## src/rtl/lsu_ctrl.sv

```systemverilog
// ============================================================================
// lsu_ctrl : single-outstanding load/store unit with lane steering, load
//            extension and a fixed, parameterised memory latency.
// Rev 1.0
// ============================================================================
`default_nettype none

module lsu_ctrl #(
  parameter int LAT = 1
) (
  input  logic        clk,
  input  logic        rst,
  input  logic        req_valid,
  output logic        req_ready,
  input  logic        req_wen,
  input  logic [31:0] req_addr,
  input  logic [31:0] req_wdata,
  input  logic [1:0]  req_size,
  input  logic        req_unsigned,
  output logic        resp_valid,
  output logic [31:0] resp_rdata,
  output logic        resp_err,
  output logic [31:0] mem_addr,
  output logic [31:0] mem_wdata,
  output logic [7:0]  mem_wmask,
  output logic        mem_wen,
  output logic        mem_ren,
  input  logic [31:0] mem_rdata
);

  typedef enum logic [1:0] {
    S_IDLE = 2'd0,
    S_BUSY = 2'd1,
    S_RESP = 2'd2
  } state_t;

  localparam logic [3:0] c_CNT_INIT = 4'(LAT - 1);
  localparam logic [1:0] c_SIZE_B   = 2'd0;
  localparam logic [1:0] c_SIZE_H   = 2'd1;
  localparam logic [1:0] c_SIZE_W   = 2'd2;

  state_t      r_state;
  state_t      w_next;
  logic [3:0]  r_cnt;
  logic [31:0] r_addr;
  logic [31:0] r_wdata;
  logic [1:0]  r_size;
  logic        r_wen;
  logic        r_uns;
  logic        r_err;
  logic [31:0] r_rdata;

  logic        w_misalign;
  logic        w_accept;
  logic        w_busy;
  logic        w_busy_st;
  logic [3:0]  w_lane_mask;
  logic [31:0] w_lane_data;
  logic [31:0] w_shifted;
  logic [31:0] w_load_ext;

  // Alignment is judged on the live request so an error can skip BUSY entirely.
  always_comb begin
    w_misalign = 1'b0;
    case (req_size)
      c_SIZE_B: w_misalign = 1'b0;
      c_SIZE_H: w_misalign = req_addr[0];
      c_SIZE_W: w_misalign = (req_addr[1:0] != 2'b00);
      default:  w_misalign = 1'b1;
    endcase
  end

  assign w_accept = (r_state == S_IDLE) && req_valid;

  always_comb begin
    w_next = r_state;
    case (r_state)
      S_IDLE:  if (req_valid) w_next = w_misalign ? S_RESP : S_BUSY;
      S_BUSY:  if (r_cnt == 4'd0) w_next = S_RESP;
      S_RESP:  w_next = S_IDLE;
      default: w_next = S_IDLE;
    endcase
  end

  always_comb begin
    w_lane_mask = 4'hF;
    w_lane_data = r_wdata;
    case (r_size)
      c_SIZE_B: begin
        w_lane_mask = 4'b0001 << r_addr[1:0];
        w_lane_data = {4{r_wdata[7:0]}};
      end
      c_SIZE_H: begin
        w_lane_mask = 4'b0011 << r_addr[1:0];
        w_lane_data = {2{r_wdata[15:0]}};
      end
      default: begin
        w_lane_mask = 4'hF;
        w_lane_data = r_wdata;
      end
    endcase
  end

  assign w_shifted = mem_rdata >> {r_addr[1:0], 3'b000};

  always_comb begin
    w_load_ext = mem_rdata;
    case (r_size)
      c_SIZE_B: w_load_ext = r_uns ? {24'h000000, w_shifted[7:0]}
                                   : {{24{w_shifted[7]}}, w_shifted[7:0]};
      c_SIZE_H: w_load_ext = r_uns ? {16'h0000, w_shifted[15:0]}
                                   : {{16{w_shifted[15]}}, w_shifted[15:0]};
      default:  w_load_ext = mem_rdata;
    endcase
  end

  always_ff @(posedge clk or negedge rst) begin
    if (!rst) begin
      r_state <= S_IDLE;
      r_cnt   <= 4'd0;
      r_addr  <= 32'd0;
      r_wdata <= 32'd0;
      r_size  <= 2'd0;
      r_wen   <= 1'b0;
      r_uns   <= 1'b0;
      r_err   <= 1'b0;
      r_rdata <= 32'd0;
    end else begin
      r_state <= w_next;
      if (w_accept) begin
        r_addr  <= req_addr;
        r_wdata <= req_wdata;
        r_size  <= req_size;
        r_wen   <= req_wen;
        r_uns   <= req_unsigned;
        r_err   <= w_misalign;
        r_cnt   <= c_CNT_INIT;
        r_rdata <= 32'd0;
      end else if (r_state == S_BUSY) begin
        r_cnt <= r_cnt - 4'd1;
        // Data is sampled on the final BUSY edge, after the full latency.
        if ((r_cnt == 4'd0) && !r_wen) begin
          r_rdata <= w_load_ext;
        end
      end
    end
  end

  assign w_busy    = (r_state == S_BUSY);
  assign w_busy_st = w_busy && r_wen;

  assign req_ready  = (r_state == S_IDLE);
  assign resp_valid = (r_state == S_RESP);
  assign resp_err   = (r_state == S_RESP) && r_err;
  assign resp_rdata = (r_state == S_RESP) ? r_rdata : 32'd0;

  assign mem_addr  = w_busy ? {r_addr[31:2], 2'b00} : 32'd0;
  assign mem_ren   = w_busy && !r_wen;
  // Only the first BUSY cycle writes, so each store lands exactly once.
  assign mem_wen   = w_busy_st && (r_cnt == c_CNT_INIT);
  assign mem_wmask = w_busy_st ? {4'b0000, w_lane_mask} : 8'h00;
  assign mem_wdata = w_busy_st ? w_lane_data : 32'd0;

endmodule

`default_nettype wire

```

## config.mk

```make
export PLATFORM = sky130hd
export DESIGN_NAME = lsu_ctrl
export DESIGN_NICKNAME = d
export VERILOG_FILES = /design/src/rtl/lsu_ctrl.sv
export SDC_FILE = /design/constraint.sdc
export NUM_CORES = 1
export LEC_CHECK = 0
export ABC_AREA = 1
export BUFFER_PORTS_ARGS = -buffer_cell sky130_fd_sc_hd__buf_2
export CELL_PAD_IN_SITES_DETAIL_PLACEMENT = 1
export CELL_PAD_IN_SITES_GLOBAL_PLACEMENT = 2
export CORE_MARGIN = 5
export CORE_UTILIZATION = 26
export CTS_CLUSTER_SIZE = 20
export DETAILED_ROUTE_END_ITERATION = 7
export GPL_TIMING_DRIVEN = 0
export PLACE_DENSITY_LB_ADDON = 0.25
export REMOVE_ABC_BUFFERS = 1
export SLEW_MARGIN = 20
export SYNTH_ARGS = -nofsm -noshare
export SYNTH_HDL_FRONTEND = slang
export SYNTH_SLANG_ARGS = --single-unit
```

## constraint.sdc

```tcl
create_clock -name clk -period 1.78 [get_ports clk]
set_input_delay 0.267 -clock clk [delete_from_list [all_inputs] [get_ports clk]]
set_output_delay 0.267 -clock clk [all_outputs]
set_load 0.03 [all_outputs]
```

==> metrics.txt <==
status finished with violations; failing checks negative setup slack; Post-Syn Instances 822; Avg Vias per Cell 4.57; Mapped Area 0.00572 mm^2; pwr dens 1690 mW/mm^2; Final Cycle Share 1.20; die height 158 um; Fmax achieved 469 MHz; hold crit path type input port to flop; Routed WL per cell 17.5 um; TritonCTS Sinks 107; Post-Synth XOR/XNOR Area 0.00153; mux contribution to synthesized area 0; final hold slack 0.0993 ns; grt met3 use 0.0538; pin count of the biggest net entering global routing 63; Final Hold Viols 0; Total Routed Length 23.6 mm; Core ar. 0.0218 mm^2; Adder-Cell Fraction of Synth Area 0.00437; Simple-Gate Fraction of Synth Area 0.323; Hold Crit Depth 3; RSZ-0062 raised after global routing yes; CTS tree yes; Max Buffers Root-to-Sink 2; row count 54; DRC viols 0; Setup WS pre-CTS -1.12 ns; design area 0.00926 mm^2; crit end category primary output; worst setup margin -0.353 ns; Synth area leaders dfrtp_1 (47%), nand2_1 (18%), nor2_1 (8.5%); via count 6188; total track usage 0.178; Synth cell types 28; M2 GR Usage 0.295; IO Count 212; Syn Area/Cell 6.96 um^2; final setup vio count 120; Num CTS Buffers 9; die area 0.0251 mm^2; fin. max-slew vios 0; final std cells w/o fill 1354; Final nets 1172; post-route ant nets 0; Yosys reg bits 107; dpl cells 1270; CP max-delay cell dfrtp_1; max_cap viols 0; Worst VDD drop 0.000555 V; H-Tree Level Count 3; vias in the first global route 6340; crit path max fanout 12; top cell type's share of synthesized area 0.468; IO Port Bufs 205; Initial DRT Pass Iterations 5; routability congestion estimate 0.734; synth warn 0; Req. time, crit path 1.51 ns; Leakage 0.00456 uW; Clock transition at path regs 0.09 ns; Critical Setup Path Class flop to primary output; Synth Area in Compound Gates 0.0992; R2R depth 14; total grt overflow 0; initial DRC count 232; first-pass GRT wire length 35.0 mm; CP Launch Type flop; max incr delay on CP 0.40 ns; post-route minimum period 2.13 ns; initial core utilization 0.263; DIE WIDTH 158 um; post-synthesis sequential area ratio 0.468; met1 Track Usage GR 0.233; Area Growth Syn to Fin 61.7%; cell taking the most area after synthesis dfrtp_1; layout cells sized above 1 0.390; worst clock skew 0.0163 ns; area post-placement 0.00703 mm^2; HPWL after detailed placement 14.6 mm; initial antenna violation count 7; busiest grt layer met2; Worst EP arrival 1.87 ns; Root Buffer clkbuf_16; main combinational cell family by area after synthesis simple AND/OR/NAND/NOR gates; clk_lat worst skew 0.37 ns; crit path cell chain inv_2 > nor2_4 > inv_8 > nor2_4 > buf_4 > clkinvlp_4 > buf_12 > nor3_2 > buf_4
## critical path: cells and delay by family (launching register included)
| kind | cells | cell delay [ns] |
|---|---|---|
| and+or+nand+nor | 3 | 0.43 |
| buffers and inverters | 6 | 0.68 |
| DFF | 1 | 0.40 |
## cells by family after synthesis
family                     count (synthesis)
other                                      1
buffers and inverters                    141
xor gates and xnor gates                   1
DFF                                      107
AOI/OAI and AO/OA                        107
and+or+nand+nor                          463
adders and majority gates                  2
## stage by stage
step | total power (uW) | util | TNS (ns)
floorplan | 8190 | - | -72.31
global placement | 10100 | 0.316 | -304.12
detailed placement | 10400 | 0.323 | -73.70
CTS | 14800 | 0.402 | -22.46
global route | 16800 | 0.425 | -33.57
finish | 15700 | 0.425 | -24.18
## power by group
part           switching [uW]  internal, uW
clock network            1090          1000
logic                    5760          3480
registers                 763          3550
total                    7620          8030
## cell usage after synthesis
master,count
buf_6,1
a21oi_1,21
nand3_4,1
dfrtp_1,107
nand3_1,36
o21ai_1,11
xnor2_1,1
nor3_4,1
nand3_2,1
buf_4,8
conb_1,1
o21ai_0,56
nor2_2,3
nand2_2,3
a31oi_1,1
nor2_4,2
nor2_1,130
o211ai_1,7
o22ai_1,11
or2_2,1
buf_1,7
inv_2,7
ha_1,2
buf_2,18
nor3_1,3
clkbuf_1,13
inv_1,87
nand2_1,282
## what timing repair did
action / 4_1_cts / 5_1_grt
resized for setup: 307 / 94
gates cloned: 7 / 7
hold buffers: 1 / 0
buffers inserted: 37 / 19
hold endpoints to repair: 45 / 0
setup endpoints to repair: 171 / 148
pin swaps: 11 / 22
## worst paths after layout
kind,from,end,slack [ns]
worst min-delay path,req_addr[25],r_addr[25]$_DFFE_PN0P_,0.1
max in group asynchronous,rst,r_size[1]$_DFFE_PN0P_,0.66
worst min register to register,r_rdata[10]$_DFFE_PN0P_,r_rdata[10]$_DFFE_PN0P_,0.47
min in group asynchronous,rst,r_addr[18]$_DFFE_PN0P_,0.40
worst max register to register,r_state[0]$_DFFE_PN0P_,r_rdata[12]$_DFFE_PN0P_,-0.22
worst max-delay path,r_state[0]$_DFFE_PN0P_,mem_wdata[31],-0.35
## layer usage
layer | wire [um] | vias up
met5 | 57 | -
met4 | 295 | 10
met3 | 1800 | 27
met2 | 11400 | 183
met1 | 10100 | 2951
li1 | - | 3017
## flip-flops by register name (all words and copies together), names as in the netlist
name     cells
r_uns        1
r_err        1
r_state      2
r_wdata     32
r_wen        1
r_addr      32
r_cnt        4
r_rdata     32
r_size       2
## area by class of cell
cell class                 instances  area [um^2]
timing repair inverter             4         35.0
fill                            2706        12500
multi-input combinational        582         3110
timing repair buffer             269         2360
clock buffer                       9          225
inverter                          94          398
clock inverter                     7         80.1
tap                              280          350
antenna                            2         5.00
sequential                       107         2690
## layout by cell type, fill, tap and decap left out, types with 3 or more instances in the layout
cell type	count
o21ai_2	4
inv_2	3
buf_12	12
buf_4	70
inv_6	3
nand2_2	22
buf_2	103
inv_1	83
nor2_1	72
o21ai_1	14
o21ai_0	48
nand3_2	3
a21oi_2	5
nand2_1	257
nor2_4	54
nand2_4	6
nor2_2	11
clkinvlp_4	6
a21oi_4	4
a21oi_1	12
nand3_1	35
dfrtp_1	104
clkbuf_16	12
o211ai_1	7
o22ai_1	10
conb_1	6
buf_6	73
inv_8	4
buf_16	4
Note: power is estimated with default switching activity, not from simulation.
